===== src/rtl/regfile_wb_arbiter.sv =====
// regfile_wb_arbiter
//   Shares the single register-file write port between the execute unit (ex)
//   and the load unit (ld). Keeps a pending-load scoreboard so that decode can
//   stall on read-after-load hazards.
//
//   Arbitration is combinational. A one-bit priority pointer changes only on
//   contention cycles, and it moves to favour the loser. The granted write is
//   registered once before it reaches the write port. Address 0 on the write
//   port means "no write".
//
// Ports
//   clock, reset            rising-edge clock; asynchronous active-high reset
//   ex_valid/rd/data/ready  execute write-back request and its grant
//   ld_valid/rd/data/ready  load write-back request and its grant
//   iss_valid, iss_rd       load issue; marks iss_rd as pending
//   rs1_addr, rs2_addr      decode source registers
//   rs1_busy, rs2_busy      source register has a load write outstanding
//   rd_addr, w_val          registered regfile write port
//   pend_mask               scoreboard bits for debug (bit 0 is always 0)
//   waw_err                 sticky flag for an ex write to a pending register;
//                           present only when REGFILE_WB_ARBITER_WAW_CHECK_EN
//                           is defined
module regfile_wb_arbiter #(
    parameter int XLEN = 32,
    parameter int AW   = 5
) (
    input  logic              clock,
    input  logic              reset,
    input  logic              ex_valid,
    input  logic [AW-1:0]     ex_rd,
    input  logic [XLEN-1:0]   ex_data,
    output logic              ex_ready,
    input  logic              ld_valid,
    input  logic [AW-1:0]     ld_rd,
    input  logic [XLEN-1:0]   ld_data,
    output logic              ld_ready,
    input  logic              iss_valid,
    input  logic [AW-1:0]     iss_rd,
    input  logic [AW-1:0]     rs1_addr,
    input  logic [AW-1:0]     rs2_addr,
    output logic              rs1_busy,
    output logic              rs2_busy,
    output logic [AW-1:0]     rd_addr,
    output logic [XLEN-1:0]   w_val,
    output logic [2**AW-1:0]  pend_mask
`ifdef REGFILE_WB_ARBITER_WAW_CHECK_EN
    ,
    output logic              waw_err
`endif
);

    localparam int NREG = 2**AW;

    logic            prio;      // 0: ex wins a contention, 1: ld wins
    logic            ex_acc;
    logic            ld_acc;
    logic [NREG-1:0] pend;

    // Grant logic. At most one ready can be high in a cycle.
    assign ex_ready = ex_valid & (~ld_valid | ~prio);
    assign ld_ready = ld_valid & (~ex_valid |  prio);
    assign ex_acc   = ex_ready;   // ready already implies valid
    assign ld_acc   = ld_ready;

    // The pointer moves only on contention. It then favours the requester
    // that lost, so a requester held valid is granted within two cycles.
    always_ff @(posedge clock or posedge reset) begin
        if (reset)
            prio <= 1'b0;
        else if (ex_valid && ld_valid)
            prio <= ex_acc;
    end

    // Output stage. An accepted rd = 0 still uses the slot, but the write it
    // produces is a no-op on the port.
    always_ff @(posedge clock or posedge reset) begin
        if (reset) begin
            rd_addr <= '0;
            w_val   <= '0;
        end else if (ex_acc) begin
            rd_addr <= ex_rd;
            w_val   <= ex_data;
        end else if (ld_acc) begin
            rd_addr <= ld_rd;
            w_val   <= ld_data;
        end else begin
            rd_addr <= '0;
            w_val   <= '0;
        end
    end

    // Scoreboard. Each bit is a set/clear flop. When set and clear hit the
    // same register in one cycle, set wins: a new load to that rd was issued.
    // The clear happens on the edge that loads the output stage. The regfile
    // forwards w_val in the next cycle, so a dependent read is safe then.
    assign pend[0] = 1'b0;
    for (genvar i = 1; i < NREG; i++) begin : g_pend
        always_ff @(posedge clock or posedge reset) begin
            if (reset)
                pend[i] <= 1'b0;
            else if (iss_valid && iss_rd == AW'(i))
                pend[i] <= 1'b1;
            else if (ld_acc && ld_rd == AW'(i))
                pend[i] <= 1'b0;
        end
    end

    assign pend_mask = pend;
    // pend[0] is constant 0, so register 0 can never show as busy.
    assign rs1_busy  = pend[rs1_addr];
    assign rs2_busy  = pend[rs2_addr];

`ifdef REGFILE_WB_ARBITER_WAW_CHECK_EN
    // Sticky flag: an ex write reached a register that still has a load
    // outstanding. Only reset clears it.
    always_ff @(posedge clock or posedge reset) begin
        if (reset)
            waw_err <= 1'b0;
        else if (ex_acc && pend[ex_rd])
            waw_err <= 1'b1;
    end
`endif

endmodule


===== config.mk =====
export PLATFORM = sky130hd
export DESIGN_NAME = regfile_wb_arbiter
export DESIGN_NICKNAME = d
export VERILOG_FILES = /design/src/rtl/regfile_wb_arbiter.sv
export SDC_FILE = /design/constraint.sdc
export NUM_CORES = 1
export LEC_CHECK = 0
export BUFFER_PORTS_ARGS = -buffer_cell sky130_fd_sc_hd__buf_2
export CAP_MARGIN = 20
export CORE_MARGIN = 2
export CORE_UTILIZATION = 41
export CTS_CLUSTER_DIAMETER = 30
export DETAILED_ROUTE_END_ITERATION = 6
export GPL_TIMING_DRIVEN = 0
export PLACE_DENSITY = 0.73
export SYNTH_ARGS = -nofsm -noshare
export SYNTH_HDL_FRONTEND = slang
export SYNTH_SLANG_ARGS = --single-unit

===== constraint.sdc =====
create_clock -name clock -period 2 [get_ports clock]
set_input_delay 0.4 -clock clock [delete_from_list [all_inputs] [get_ports clock]]
set_output_delay 0.4 -clock clock [all_outputs]
set_load 0.005 [all_outputs]

# Yosys cells after proc, flatten, opt, wreduce, memory -nomap -nowiden

Cells that the tools add are included.

Reduce and logical (&&, ||, !) cells: 94
Multiply operators: 0
Shift operators: 0
Muxes and demuxes: 70
Bitwise operators: 7
Equality and inequality tests: 62
Order comparisons: 2
Add/sub/neg operators: 0
Divide/modulo/power cells: 0

Operator list:

| kind                                                        | number |
|---|---|
| equality test 5 bit (second input constant)                 | 32 |
| equality test 5 x 4 -> 1 bit (second input constant)        | 16 |
| two-way mux 1 bit                                           | 64 |
| two-way mux 32 bit                                          | 2 |
| logical AND 1 bit                                           | 63 |
| nonzero test 2 bit                                          | 31 |
| equality test 5 x 3 -> 1 bit (second input constant)        | 8 |
| equality test 5 x 2 -> 1 bit (second input constant)        | 4 |
| less-than comparator 5 x 6 -> 1 bit (second input constant) | 2 |
| binary-select mux 1 bit (select 5 bit)                      | 2 |
| equality test 5 x 1 -> 1 bit (second input constant)        | 2 |
| two-way mux 5 bit                                           | 2 |
| NOT 1 bit                                                   | 3 |
| bitwise AND 1 bit                                           | 2 |
| OR 1 bit                                                    | 2 |

Word-level logic and storage cells: 269
Output and inout bits: 73
RAM bits: 0
Bits in read-only memories: 0
Input port bits: 94
Latch bits: 0
Register bits after elaboration: 69
Memories kept: 0

# Logic depth before layout (Yosys ltp)

Depth after elaboration: 6
Depth in mapped cells: 6
Depth with buffers taken out: 4

# Worst setup path before layout

Ideal clock, no wire load.

Kind: input port to output port
From: input rs1_addr[0]
To: output rs1_busy
Path slack: 0.194 ns
Cell stages on the path: 5
Buffers on the path: 1
Required time: 1.600 ns
Arrival time: 1.406 ns
Cells stage by stage: buf_2 mux4_2 nand2b_1 o211ai_1 nand4_1

Longest elaborated chain between the ends: 2

Ends and longest elaborated chain:

| what                                    | RTL line | source |
|---|---|---|
| start, declared                         | 39       | `input logic [AW-1:0] rs1_addr,` |
| binary-select mux 1 bit (select 5 bit)  | 110      | `assign rs1_busy = pend[rs1_addr];` |
| two-way mux 1 bit (implied by the code) | 110      |  |
| end, declared                           | 41       | `output logic rs1_busy,` |

Every way passes these cells. The select of a mux whose other input is x is not followed.

# Worst setup path in the final report

From: register pend[4], in the netlist pend_mask[4]
To: output rs2_busy

Longest elaborated chain between the ends: 2

Ends and longest elaborated chain:

| what                                    | RTL line | source |
|---|---|---|
| start, declared                         | 57       | `logic [NREG-1:0] pend;` |
| start signal, assigned by index         | 100      | `pend[i] <= 1'b0;` |
| start signal, assigned by index         | 102      | `pend[i] <= 1'b1;` |
| start signal, assigned by index         | 104      | `pend[i] <= 1'b0;` |
| binary-select mux 1 bit (select 5 bit)  | 111      | `assign rs2_busy = pend[rs2_addr];` |
| two-way mux 1 bit (implied by the code) | 111      |  |
| end, declared                           | 42       | `output logic rs2_busy,` |

Every way passes these cells. The select of a mux whose other input is x is not followed.

==> flow_metrics.tcl <==
set metrics [dict create \
    violations "setup timing" \
    cts_root_buf "clkbuf_8" \
    ctsLongestPathBuffers 2 \
    syn-instance-count 290 \
    finalMaxSlewViolations 0 \
    cell_internal_pwr_mw 2.93 \
    critPathMaxStageDelay_ns 0.47 \
    cpMaxStageDelayCell "mux4_2" \
    antenna_found_initial 0 \
    synthToLayoutAreaGrowth_pct 38.3 \
    diodes 0 \
    combPwrFrac_pct 31.0 \
    cellPowerDensity_nw_per_um2 959 \
    synth_top_area_share_pct 53.3 \
    crit_type "reg2out" \
    reg2reg_from "prio" \
    ys_seq_area_share_pct 53.3 \
    cap_violations 0 \
    r2r-end "w_val[19]" \
    routed_wl_um 9410 \
    fin_nets 564 \
    pwr-share-clk_pct 23.6 \
    first_iter_violations 126 \
    power.share.switching_pct 31.7 \
    worstPathRequired_ns 1.60 \
    async_reset_ff_share_pct 100 \
    cpLargestDelayFamily "multiplexers" \
    power_switching_mw 1.36 \
    vias 3105 \
    fin_crit_sh_pct 107 \
    grt_pass1_wl_um 15100 \
    endpoint_kind "primary output" \
    irDropWorstVdd_mv 0.488 \
    arrival_ns 1.74 \
    cellLeakagePower_nw 2.23 \
    grt_pass1_vias 3078 \
    cp_max_fo 4 \
    yosysWarningCount 0 \
    status "finished, violations left" \
    fp-row-count 32 \
    skew_ns 0.00911 \
    avgViaCountPerCell 5.38 \
    dp_hpwl_um 7460 \
    fp.dieArea_um2 8620 \
    rsz0062_at_grt "true" \
    numCtsBuffers 9 \
    final_layout_size_suffix_gt1_share_pct 44.2 \
    core_um2 7690 \
    port_buffers 161 \
    ant_nets 0 \
    setup_slack_ns -0.138 \
    clk_pin_slew_ns 0.07 \
    fp.dieH_um 92.9 \
    slew-limit-headroom_pct 59.6 \
    syn_nets 384 \
    clk_latency_ns 0.35 \
    drtPass1Iterations 5 \
    track_usage_pct 22.6 \
    worst_pin_slew_ns 0.605 \
    ctsHoldBuffers 0 \
    pin_count 167 \
    wire_per_inst_um 16.3 \
    clock_sinks 69 \
    worstSetupStartpointType "register" \
    synth_commonest_cells "dfrtp_1 (69), o21ai_0 (62), a22o_1 (37)" \
    hp-class "in2async" \
    drc 0 \
    synth_ff_type "dfrtp_1" \
    start_util_pct 42.1 \
    netlist_area_um2 3240 \
    whs_ns 0.116 \
    final_hold_viol_count 0 \
    synth_edf_count 0 \
    gp_congestion 0.818 \
    clock.fmax_mhz 468 \
    total_power_mw 4.29 \
    synth_top_cell_by_area "dfrtp_1" \
    yosysMostFrequentCell "dfrtp_1" \
    period_minus_slack_ns 2.14 \
    synth_cell_types 27 \
    overflow 0 \
    rrSetupSlack_ns 0.39 \
    grt_max_degree 43 \
    ys_ff_latch 69 \
    p_seq_share_pct 45.4 \
    crit_buf_inv 1 \
    cp_cell_sequence "mux4_2 > nand2b_4 > o211ai_1 > nand4_1 > buf_2" \
    tritoncts "done" \
    die_x_um 92.9 \
    h-tree-depth 3 \
    avgSynthCellArea_um2 11.2 \
    setup_violations 2 \
    synthTopCellsByArea "dfrtp_1 (53%), a22o_1 (10%), o21ai_0 (9.6%), mux2i_1 (5.6%), mux4_2 (4.2%)" \
    r2r_cells 6 \
]
[worst reg2reg max path: stages, from the launching register on]
cell and delay [ns]:
dfrtp_1 0.41, nand2b_1 0.15, buf_4 0.16, and2_1 0.18
buf_2 0.20, buf_6 0.16, a22o_1 0.24
[metrics by stage]
step | cells | utilization [%] | setup TNS (ns) | setup slack (ns) | cell area (µm²)
floorplan | 290 | - | 0 | 0.194 | 3240
global route | 577 | 58.3 | -0.394 | -0.208 | 4480
detailed placement | 554 | 54.6 | -0.121 | -0.0629 | 4200
CTS | 574 | 57.8 | -0.255 | -0.137 | 4450
global placement | 553 | 54.3 | -0.0743 | -0.0444 | 4180
finish | 577 | 58.3 | -0.256 | -0.138 | 4480
[area by class of cell]
type	count	area, µm²
flip-flops and latches	69	1730
repair buffers	169	878
plain buffers	17	104
fillers	703	3210
clock inverters	4	22.5
inverters	3	15.0
multi-input cells	201	1450
well taps	102	128
clock buffers	12	155
[layer usage]
| layer | vias up | global-route usage [%] | part of all wire [%] |
|---|---|---|---|
| met5 | - | 0 | 0 |
| met4 | 0 | 10.7 | 1.9 |
| met3 | 16 | 3.91 | 7.4 |
| met2 | 154 | 39.0 | 51 |
| met1 | 1479 | 27.5 | 39 |
| li1 | 1456 | - | - |
[sequential cells by signal (all words and copies together), names as in the netlist]
name	count
rd_addr	5
w_val	32
prio	1
pend_mask	31
[cell usage in the layout, fill, tap and decap left out]
| master | n |
|---|---|
| nand2b_1 | 5 |
| clkbuf_2 | 1 |
| mux4_2 | 6 |
| a21oi_1 | 6 |
| a211oi_1 | 2 |
| nand3_1 | 12 |
| inv_1 | 2 |
| clkinv_2 | 3 |
| xnor2_1 | 1 |
| a22o_1 | 37 |
| o2111ai_2 | 2 |
| o211ai_1 | 2 |
| and2_1 | 2 |
| nand2_1 | 8 |
| buf_2 | 168 |
| mux2i_1 | 18 |
| conb_1 | 1 |
| clkbuf_1 | 5 |
| nand4b_1 | 4 |
| nand2b_4 | 4 |
| buf_6 | 3 |
| buf_4 | 9 |
| dfrtp_1 | 69 |
| nand4_1 | 7 |
| clkinvlp_4 | 2 |
| buf_12 | 1 |
| nor2_1 | 6 |
| o21ai_0 | 62 |
| a21boi_0 | 1 |
| clkbuf_8 | 11 |
| or2_0 | 2 |
| nor2b_1 | 9 |
| a22oi_1 | 4 |
[cell families (layout without fill, tap and decap cells)]
logic type | after synthesis | count (layout) | share of synthesized area [%]
xor gates and xnor gates | 1 | 1 | 0.271
DFF | 69 | 69 | 53.3
other | 1 | 1 | 0.116
AOI/OAI and AO/OA | 116 | 116 | 23.1
buffers and inverters | 20 | 205 | 3.25
muxes | 24 | 24 | 9.74
and+or+nand+nor | 59 | 59 | 10.2
[repair_timing]
item                                    CTS  global route
resized for setup                         6             7
endpoints found under the setup margin    2             4
hold endpoints to repair                  0             0
setup buffers                             4             3
pin swaps                                 4             2
[power by group through the flow]
stage | clock network (mW) | logic, mW | registers [mW]
after global placement | 0 | 1.20 | 1.96
final | 1.02 | 1.33 | 1.95
after CTS | 1.03 | 1.31 | 1.94
after global routing | 1.09 | 1.48 | 1.99
after floorplan | 0 | 0.611 | 1.95
after detailed placement | 0 | 1.24 | 1.97
[how the worst max path moves through the flow]
| stage | start | endpoint | slack (ns) | cells after the start |
|---|---|---|---|---|
| finish | pend_mask[4] | rs2_busy | -0.14 | 5 |
| global route | pend_mask[4] | rs2_busy | -0.21 | 5 |
| CTS | pend_mask[4] | rs2_busy | -0.14 | 5 |
| detailed placement | rs2_addr[1] | rs2_busy | -0.06 | 6 |
| global placement | rs2_addr[1] | rs2_busy | -0.04 | 6 |
| floorplan | rs1_addr[0] | rs1_busy | 0.19 | 5 |
Power figures use the tool's default switching activity.
